## config.mk

```make
export PLATFORM = sky130hd
export DESIGN_NAME = uart_frame_deframer
export DESIGN_NICKNAME = d
export VERILOG_FILES = /design/src/rtl/uart_frame_pkg.sv /design/src/rtl/frame_buf.sv /design/src/rtl/uart_frame_deframer.sv
export SDC_FILE = /design/constraint.sdc
export NUM_CORES = 1
export LEC_CHECK = 0
export ABC_AREA = 1
export BUFFER_PORTS_ARGS = -buffer_cell sky130_fd_sc_hd__buf_2
export CORE_MARGIN = 4
export CORE_UTILIZATION = 51
export CTS_CLUSTER_SIZE = 12
export DETAILED_ROUTE_END_ITERATION = 6
export GPL_ROUTABILITY_DRIVEN = 0
export GPL_TIMING_DRIVEN = 1
export PLACE_DENSITY = 0.68
export SYNTH_ARGS = -nofsm -noshare
export SYNTH_HDL_FRONTEND = slang
export SYNTH_SLANG_ARGS = --single-unit
```

## constraint.sdc

```tcl
create_clock -name clk -period 4.6 [get_ports clk]
set_input_delay 0.23 -clock clk [delete_from_list [all_inputs] [get_ports clk]]
set_output_delay 0.23 -clock clk [all_outputs]
set_load 0.01 [all_outputs]
```

## src/rtl/uart_frame_pkg.sv

```systemverilog
// rtl/uart_frame_pkg.sv - shared constants and state encoding for the UART frame deframer
// Holds the default start-of-frame marker, the err_code values and the deframer state type.
package uart_frame_pkg;

  localparam logic [7:0] SOF_DEFAULT = 8'hA5;

  localparam logic [1:0] ERR_NONE = 2'd0;
  localparam logic [1:0] ERR_LEN  = 2'd1;
  localparam logic [1:0] ERR_CHK  = 2'd2;
  localparam logic [1:0] ERR_TMO  = 2'd3;

  typedef enum logic [2:0] {
    HUNT,
    LEN,
    PAY,
    CHK,
    DRAIN,
    DONE,
    ERR
  } state_t;

endpackage

```

## src/rtl/frame_buf.sv

```systemverilog
// rtl/frame_buf.sv - simple dual-port payload RAM with synchronous write and registered read
// Ports:
//   clk          system clock
//   rst_n        asynchronous active-low reset, clears the read register only
//   we/waddr/wdata  write port
//   re/raddr     read enable and address; rdata updates on the next edge when re is high
//   rdata        registered read data, held while re is low
module frame_buf #(
  parameter int DEPTH = 16,
  parameter int AW    = (DEPTH > 1) ? $clog2(DEPTH) : 1
) (
  input  logic          clk,
  input  logic          rst_n,
  input  logic          we,
  input  logic [AW-1:0] waddr,
  input  logic [7:0]    wdata,
  input  logic          re,
  input  logic [AW-1:0] raddr,
  output logic [7:0]    rdata
);

  logic [7:0] mem [DEPTH];

  always_ff @(posedge clk) begin
    if (we) mem[waddr] <= wdata;
  end

  // The read register doubles as the downstream data register, so it holds on !re.
  always_ff @(posedge clk or negedge rst_n) begin
    if (!rst_n)  rdata <= 8'h00;
    else if (re) rdata <= mem[raddr];
  end

endmodule

```

## src/rtl/uart_frame_deframer.sv

```systemverilog
// rtl/uart_frame_deframer.sv - hunts SOF/LEN/payload/CHK frames and releases only good payloads
// Ports:
//   clk, rst_n                      clock, asynchronous active-low reset
//   in_data/in_valid/in_ready       byte stream from a show-ahead RX FIFO (rdreq = in_valid && in_ready)
//   out_data/out_valid/out_ready/out_last  payload stream, last marks the final byte of a frame
//   frame_ok, frame_err, err_code   one-cycle result pulses; err_code valid with frame_err
//   frame_cnt                       wrapping count of good frames
module uart_frame_deframer
  import uart_frame_pkg::*;
#(
  parameter int         MAX_LEN      = 16,
  parameter int         TIMEOUT_CLKS = 8680,
  parameter logic [7:0] SOF_BYTE     = SOF_DEFAULT
) (
  input  logic        clk,
  input  logic        rst_n,
  input  logic [7:0]  in_data,
  input  logic        in_valid,
  output logic        in_ready,
  output logic [7:0]  out_data,
  output logic        out_valid,
  input  logic        out_ready,
  output logic        out_last,
  output logic        frame_ok,
  output logic        frame_err,
  output logic [1:0]  err_code,
  output logic [15:0] frame_cnt
);

  localparam int LW = $clog2(MAX_LEN + 1);
  localparam int AW = (MAX_LEN > 1) ? $clog2(MAX_LEN) : 1;
  localparam int TW = $clog2(TIMEOUT_CLKS + 1);

  state_t        state;
  logic [LW-1:0] len, wr_ptr, rd_ptr;
  logic [LW-1:0] wr_next, rd_next;
  logic [7:0]    chk;
  logic [TW-1:0] idle_cnt;
  logic          accept, tmo_hit, in_frame;
  logic          buf_re;
  logic [AW-1:0] buf_raddr;

  assign accept   = in_valid && in_ready;
  assign wr_next  = wr_ptr + 1'b1;
  assign rd_next  = rd_ptr + 1'b1;
  assign in_frame = (state == LEN) || (state == PAY) || (state == CHK);
  assign tmo_hit  = (idle_cnt == TW'(TIMEOUT_CLKS - 1));

  // Read one entry ahead: address 0 while waiting for CHK, rd_ptr+1 on every transfer,
  // so the RAM's output register always holds the byte currently offered downstream.
  always_comb begin
    buf_re    = 1'b0;
    buf_raddr = '0;
    if (state == CHK) begin
      buf_re = 1'b1;
    end else if (state == DRAIN && out_ready && !out_last) begin
      buf_re    = 1'b1;
      buf_raddr = rd_next[AW-1:0];
    end
  end

  frame_buf #(.DEPTH(MAX_LEN), .AW(AW)) u_buf (
    .clk   (clk),
    .rst_n (rst_n),
    .we    (accept && (state == PAY)),
    .waddr (wr_ptr[AW-1:0]),
    .wdata (in_data),
    .re    (buf_re),
    .raddr (buf_raddr),
    .rdata (out_data)
  );

  always_ff @(posedge clk or negedge rst_n) begin
    if (!rst_n) begin
      state     <= HUNT;
      len       <= '0;
      wr_ptr    <= '0;
      rd_ptr    <= '0;
      chk       <= 8'h00;
      idle_cnt  <= '0;
      in_ready  <= 1'b0;
      out_valid <= 1'b0;
      out_last  <= 1'b0;
      frame_ok  <= 1'b0;
      frame_err <= 1'b0;
      err_code  <= ERR_NONE;
      frame_cnt <= 16'h0000;
    end else begin
      frame_ok  <= 1'b0;
      frame_err <= 1'b0;
      err_code  <= ERR_NONE;

      // Idle counter only runs inside a frame; holding it at 0 elsewhere clears it on LEN entry.
      if (!in_frame || accept)               idle_cnt <= '0;
      else if (idle_cnt != TW'(TIMEOUT_CLKS)) idle_cnt <= idle_cnt + 1'b1;

      case (state)
        HUNT: begin
          in_ready <= 1'b1;
          if (accept && in_data == SOF_BYTE) state <= LEN;
        end
        LEN: begin
          if (accept) begin
            if (in_data == 8'h00 || in_data > 8'(MAX_LEN)) begin
              state <= ERR; in_ready <= 1'b0; frame_err <= 1'b1; err_code <= ERR_LEN;
            end else begin
              len    <= in_data[LW-1:0];
              chk    <= in_data;
              wr_ptr <= '0;
              state  <= PAY;
            end
          end else if (tmo_hit) begin
            state <= ERR; in_ready <= 1'b0; frame_err <= 1'b1; err_code <= ERR_TMO;
          end
        end
        PAY: begin
          if (accept) begin
            chk    <= chk ^ in_data;
            wr_ptr <= wr_next;
            if (wr_next == len) state <= CHK;
          end else if (tmo_hit) begin
            state <= ERR; in_ready <= 1'b0; frame_err <= 1'b1; err_code <= ERR_TMO;
          end
        end
        CHK: begin
          if (accept) begin
            in_ready <= 1'b0;
            if (in_data == chk) begin
              state     <= DRAIN;
              rd_ptr    <= '0;
              out_valid <= 1'b1;
              out_last  <= (len == LW'(1));
            end else begin
              state <= ERR; frame_err <= 1'b1; err_code <= ERR_CHK;
            end
          end else if (tmo_hit) begin
            state <= ERR; in_ready <= 1'b0; frame_err <= 1'b1; err_code <= ERR_TMO;
          end
        end
        DRAIN: begin
          if (out_ready) begin
            if (out_last) begin
              out_valid <= 1'b0;
              out_last  <= 1'b0;
              frame_ok  <= 1'b1;
              frame_cnt <= frame_cnt + 16'd1;
              state     <= DONE;
            end else begin
              rd_ptr   <= rd_next;
              out_last <= (rd_next == len - 1'b1);
            end
          end
        end
        DONE, ERR: begin
          in_ready <= 1'b1;
          state    <= HUNT;
        end
        default: state <= HUNT;
      endcase
    end
  end

endmodule

```

---- Yosys cells after proc, flatten, opt, wreduce, memory -nomap -nowiden ----
Memories as Yosys holds them, arrays and structs flattened. A register that Yosys moved wholly into a read port is not among the register bits.
Cells that the tools add are included.
cells by class
  magnitude comparators ................... 1
  multipliers ............................. 0
  bitwise logic cells ..................... 2
  divide/modulo/power cells ............... 0
  shift-type cells ........................ 0
  reductions and logical operators ........ 27
  add/subtract/negate cells ............... 5
  muxes and demuxes ....................... 65
  equality and inequality tests ........... 25
operator list
  kind                     count
  $mux W5                  7
  $mux W14                 2
  $mux W1                  27
  $mux W3                  9
  $mux W8                  3
  $pmux W5 S2              2
  $ne A2 B2 Y1 const B     9
  $add A16 B1 Y16 const B  1
  $pmux W8 S2              1
  $pmux W3 S5              1
  $add A14 B1 Y14 const B  1
  $eq A14 B14 Y1 const B   1
  $ne A14 B14 Y1 const B   1
  $mux W2                  6
  $reduce_and A4 Y1        3
  $add A5 B1 Y5 const B    2
  $eq A5 B5 Y1             2
  $reduce_and A5 Y1        2
  $eq A3 B3 Y1 const B     3
  $reduce_and A3 Y1        3
  $eq A8 B8 Y1             1
  $eq A8 B8 Y1 const B     1
  $gt A8 B5 Y1 const B     1
  $logic_not A8 Y1         1
  20 further kinds         35
word-level totals
  input port bits ......................... 12
  bits in latches ......................... 0
  logic and storage cells ................. 139
  flip-flop bits (word level) ............. 63
  memories ................................ 1
  memory bits (writable) .................. 128
  output and inout bits ................... 31
  ROM bits ................................ 0
memory list
  memory     words  width  read ports  clocked after Yosys merged registers in  write ports  RTL line         source
  u_buf.mem  16     8      1           1                                        1            frame_buf.sv:22  logic [7:0] mem [DEPTH];

---- Depth between registers and ports, before layout ----
  depth after elaboration ................. 6
  mapped depth ............................ 13

---- Hierarchy ----
Synthesis repeated with hierarchy kept, for this count alone.
second synthesis, totals
  cell total of the unflattened synthesis .. 1015
  area, all modules ....................... 9371.5 um2
by module, submodules not included
  module               times used  area an instance (um2)  cells an instance
  frame_buf            1           5602.9                  481
  uart_frame_deframer  1           3768.6                  534

---- Worst setup path before layout ----
OpenSTA, ideal clock, no wires.
  path kind ............................... register to register
  from .................................... reg state[1]
  to ...................................... mem u_buf.mem[7][0] (enable)
  stages on the path, launching flop included .. 9
  path buffers ............................ 0
  slack ................................... 2.464 ns
  arrival time ............................ 1.752 ns
  period minus slack after synthesis ...... 2.136 ns
  cells stage by stage .................... dfrtp_1 -> inv_2 -> nor2_2 -> inv_2 -> nor2_4 -> inv_2 -> nor2_8 -> inv_4 -> nor3_1
between the ends
  word-level cells in the longest chain between the ends .. 4
RTL lines
  element                        RTL line                    source
  start, declared                uart_frame_deframer.sv:34   state_t state;
  start signal, assigned         uart_frame_deframer.sv:75   state <= HUNT;
  start signal, assigned         uart_frame_deframer.sv:100  if (accept && in_data == SOF_BYTE) state <= LEN;
  start signal, assigned         uart_frame_deframer.sv:105  state <= ERR; in_ready <= 1'b0; frame_err <= 1'b1; err_code <= ERR_LEN;
  $eq A3 B2 Y1                   uart_frame_deframer.sv:65   .we (accept && (state == PAY)),
  $logic_and A1 B1 Y1            uart_frame_deframer.sv:65
  $mux W1                        frame_buf.sv:25             if (we) mem[waddr] <= wdata;
  $mux W1 (not written as such)  frame_buf.sv:25
  end, declared                  frame_buf.sv:22
No other way between the ends.

---- Worst setup path after layout ----
  from .................................... reg state[2]
  to ...................................... reg u_buf.rdata[0] (read register of u_buf.mem)
between the ends
  word-level cells in the longest chain between the ends .. 5
RTL lines
  element                                    RTL line                   source
  $eq A3 B3 Y1                               uart_frame_deframer.sv:56  end else if (state == DRAIN && out_ready && !out_last) begin
  $logic_and A1 B1 Y1 (2 in series)          uart_frame_deframer.sv:56
  $mux W4 / $mux W1 (equally long branches)  uart_frame_deframer.sv:56
  $mux W4 / $mux W1 (equally long branches)  uart_frame_deframer.sv:54  if (state == CHK) begin
  end, declared                              frame_buf.sv:19            output logic [7:0] rdata
Parallel ways exist; a longest one is shown, timed or not.
A chain may end at the register's enable or synchronous reset.

==> results.toml <==
[setup_path]
cpMaxStageDelayCell = "dfrtp_1"
crit_path_end_kind = "flop"
required_ns = 4.93
cp_max_fo = 33
crit_arrival_ns = 3.29
cp_cell_sequence = "nand4_4, nor2_4, buf_4, inv_1, nand3_1, nand3_1, nand3_1, nand2_1, nand2_1, nand2_1"
critical-path-top-delay-family = "simple AND/OR/NAND/NOR gates"
crit_start = "state[2]$_DFFE_PN0P_"
crit_type = "reg2reg"
r2r_start = "state[2]$_DFFE_PN0P_"
rr_worst_depth = 10
r2r-end = "u_buf.rdata[0]$_DFFE_PN0P_"
cp_slowest_stage_delay_ns = 0.65
ff2ff_setup_slack_ns = 1.64
cp_num_buf_inv = 2
worst_setup_path_start_kind = "flop"

[timing]
fmax_ghz = 0.3377
skew_ns = 0.01101
post-route-period-util_pct = 64.37
min_period_ns = 2.961
worst_pin_slew_ns = 1.154
hold_violations = 0
fin_setup_tns_ns = 0
rsz0062_at_grt = "false"
slew_violations = 0
slew_headroom_pct = 22.82
setup_viol = 0

[die]
die_h_um = 144.6
num_rows = 49
dieArea_um2 = 20900
io-pin-count = 43
core_area_um2 = 18150
start_util_pct = 52.41
die_x_um = 144.6

[placed_design]
dpl_cell_area_um2 = 9848
portBuffers = 42
post-dp-hpwl_mm = 14.30

[clock_tree]
cts_htree_levels = 4
cts_resized = 0
numClockSinks = 199
post_cts_buffers = 0
cts_buffers = 17
cts.path.max_buffers = 2
clkTransAtPathRegs_ns = 0.07
cts-root-buf = "clkbuf_16"
clock_latency_ns = 0.44
cts_tree = "built"
ctsHoldBuffers = 1

[global_routing]
grt_pass1_vias = 6426
grt_use_met2_pct = 34.50
grt_pass1_wl_mm = 34.78
busiest_layer = "met2"
track_usage_pct = 22.05
grt.met3_usage_pct = 4.101
grt_max_degree = 72
grt_overflow_total = 0
antenna_found_initial = 0
gr-usage-met1_pct = 30.21

[route]
via_per_inst = 5.371
first_pass_iters = 5
vias = 6821
wl_per_cell_um = 17.41
route.detailed.drc = 0
drtIter0Drc = 647
ant_nets = 0
drt-total-wl_mm = 22.11

[flow_run]
maxCapViolCount = 0

[worst_hold_path]
min_from = "out_ready"
min_to = "frame_cnt[0]$_DFFE_PN0P_"
min_path_type = "in2reg"
hold_depth = 3

[cells_and_area]
final_common_cell = "nand2_1"
final_nets = 1050
diodes = 0
syn2layout_area_growth_pct = 9.944
drive_gt1_share_pct = 10.28
final_area_um2 = 10460
final_cell_mix = "nand2_1 (217), inv_1 (175), nand3_1 (145), edfxtp_1 (128), dfrtp_1 (71)"

[synth]
yosysWarnings = 0
synthArstFlopShare_pct = 35.68
synth_edf_count = 128
ys.flop_type = "edfxtp_1"
yosysUniqueCellTypes = 43
synth_compound_area_share_pct = 4.473
post_synth.cell_area_avg_um2 = 9.598
synth_top_cells_by_area = "edfxtp_1 (40%), dfrtp_1 (19%), nand2_1 (8.6%)"
muxShareOfSynthArea_pct = 0
seq_area_frac_synth_pct = 59.09
synth-seq-cells = 199
synth_nets = 1013
synthXorXnorAreaFrac_pct = 3.591
syn_inst = 991
yosysTopAreaCellShare_pct = 40.41
yosysTopAreaCell = "edfxtp_1"
synth_top_family_by_area = "simple AND/OR/NAND/NOR gates"
synthSimpleGateAreaFrac_pct = 22.19
syn-cell-area_um2 = 9512
synthAdderAreaFrac_pct = 1.315

[power]
comb_power_share_pct = 24.6
p_int_mw = 3.311
total_power_mw = 5.028
pwr-share-seq_pct = 45.4
p_per_area_nw_per_um2 = 480.8
p_sw_mw = 1.717
netSwitchingFraction_pct = 34.15
ir_drop_v = 0.0002782
clockPowerShare_pct = 30.0
p_leak_nw = 4.698

[outcome]
status = "finished, final reports clean"
cells in the mapped netlist (all sizes together), types with 4 or more instances:
| cell type | n |
|---|---|
| dfrtp | 71 |
| nand4 | 8 |
| nand2 | 220 |
| ha | 10 |
| xor2 | 25 |
| inv | 181 |
| nand3 | 147 |
| a31oi | 7 |
| clkbuf | 4 |
| xnor2 | 14 |
| edfxtp | 128 |
| a21oi | 16 |
| o21ai | 34 |
| nor2 | 62 |
| buf | 25 |
| nor3 | 17 |
| o21bai | 8 |
per-layer routing:
metal | wire length [um] | up-vias | part of all wire [%]
met5 | 0 | - | 0
met1 | 9600 | 3235 | 43
met4 | 760 | 0 | 3.4
met2 | 10260 | 237 | 46
li1 | - | 3295 | -
met3 | 1493 | 54 | 6.8
worst max-delay path by stage:
| stage | end | depth (start not counted) |
|---|---|---|
| final | u_buf.rdata[0]$_DFFE_PN0P_ | 10 |
| after detailed placement | u_buf.rdata[0]$_DFFE_PN0P_ | 10 |
| after CTS | u_buf.rdata[0]$_DFFE_PN0P_ | 10 |
| after floorplan | u_buf.mem[7][0]$_DFFE_PP_ | 8 |
| after global routing | u_buf.rdata[0]$_DFFE_PN0P_ | 10 |
| after global placement | u_buf.mem[5][4]$_DFFE_PP_ | 8 |
cells by family (layout without fill, tap and decap cells):
| family | after synthesis | in the layout |
|---|---|---|
| adder cells (fa/ha/maj) | 10 | 10 |
| buffers and inverters | 211 | 261 |
| AND/OR/NAND/NOR | 460 | 460 |
| flip-flops | 199 | 199 |
| AO/OA/AOI/OAI | 72 | 72 |
| XOR/XNOR | 39 | 39 |
power groups by stage:
stage               registers [mW]  logic, mW  clock network (mW)
global route                  2.30       1.38                1.60
CTS                           2.28       1.24                1.53
finish                        2.28       1.23                1.51
global placement              2.31       1.20                   0
floorplan                     2.27      0.929                   0
detailed placement            2.32       1.22                   0
through the flow:
stage | util (%) | setup slack, ns | cells | hold WS, ns
global placement | 54.27 | 1.764 | 1237 | 0.4347
floorplan | - | 2.464 | 991 | -0.06559
finish | 57.63 | 1.639 | 1270 | 0.1802
CTS | 57.63 | 1.680 | 1270 | 0.1739
global route | 57.63 | 1.395 | 1270 | 0.2080
detailed placement | 54.27 | 1.691 | 1237 | 0.4360
layout make-up:
class | instances | area [um2]
fill | 1579 | 7690
sequential | 199 | 5620
multi-input combinational | 581 | 3013
inverter | 182 | 685.7
clock buffer | 18 | 450.4
tap | 229 | 286.5
timing repair buffer | 47 | 252.7
clock inverter | 14 | 148.9
worst register-to-register path, stage by stage (launching register included):
cell     delay, ns
dfrtp_1       0.65
nand4_4       0.38
nor2_4        0.16
buf_4         0.38
inv_1         0.60
nand3_1       0.31
nand3_1       0.12
nand3_1       0.10
nand2_1       0.06
nand2_1       0.05
nand2_1       0.06
sequential cells by signal, indices dropped and copies added (netlist names):
signal / count
u_buf.mem: 128
frame_cnt: 16
idle_cnt: 14
chk: 8
u_buf.rdata: 8
len: 5
rd_ptr: 5
wr_ptr: 5
state: 3
err_code: 2
frame_err: 1
frame_ok: 1
in_ready: 1
out_last: 1
out_valid: 1
Power figures use the tool's default switching activity.
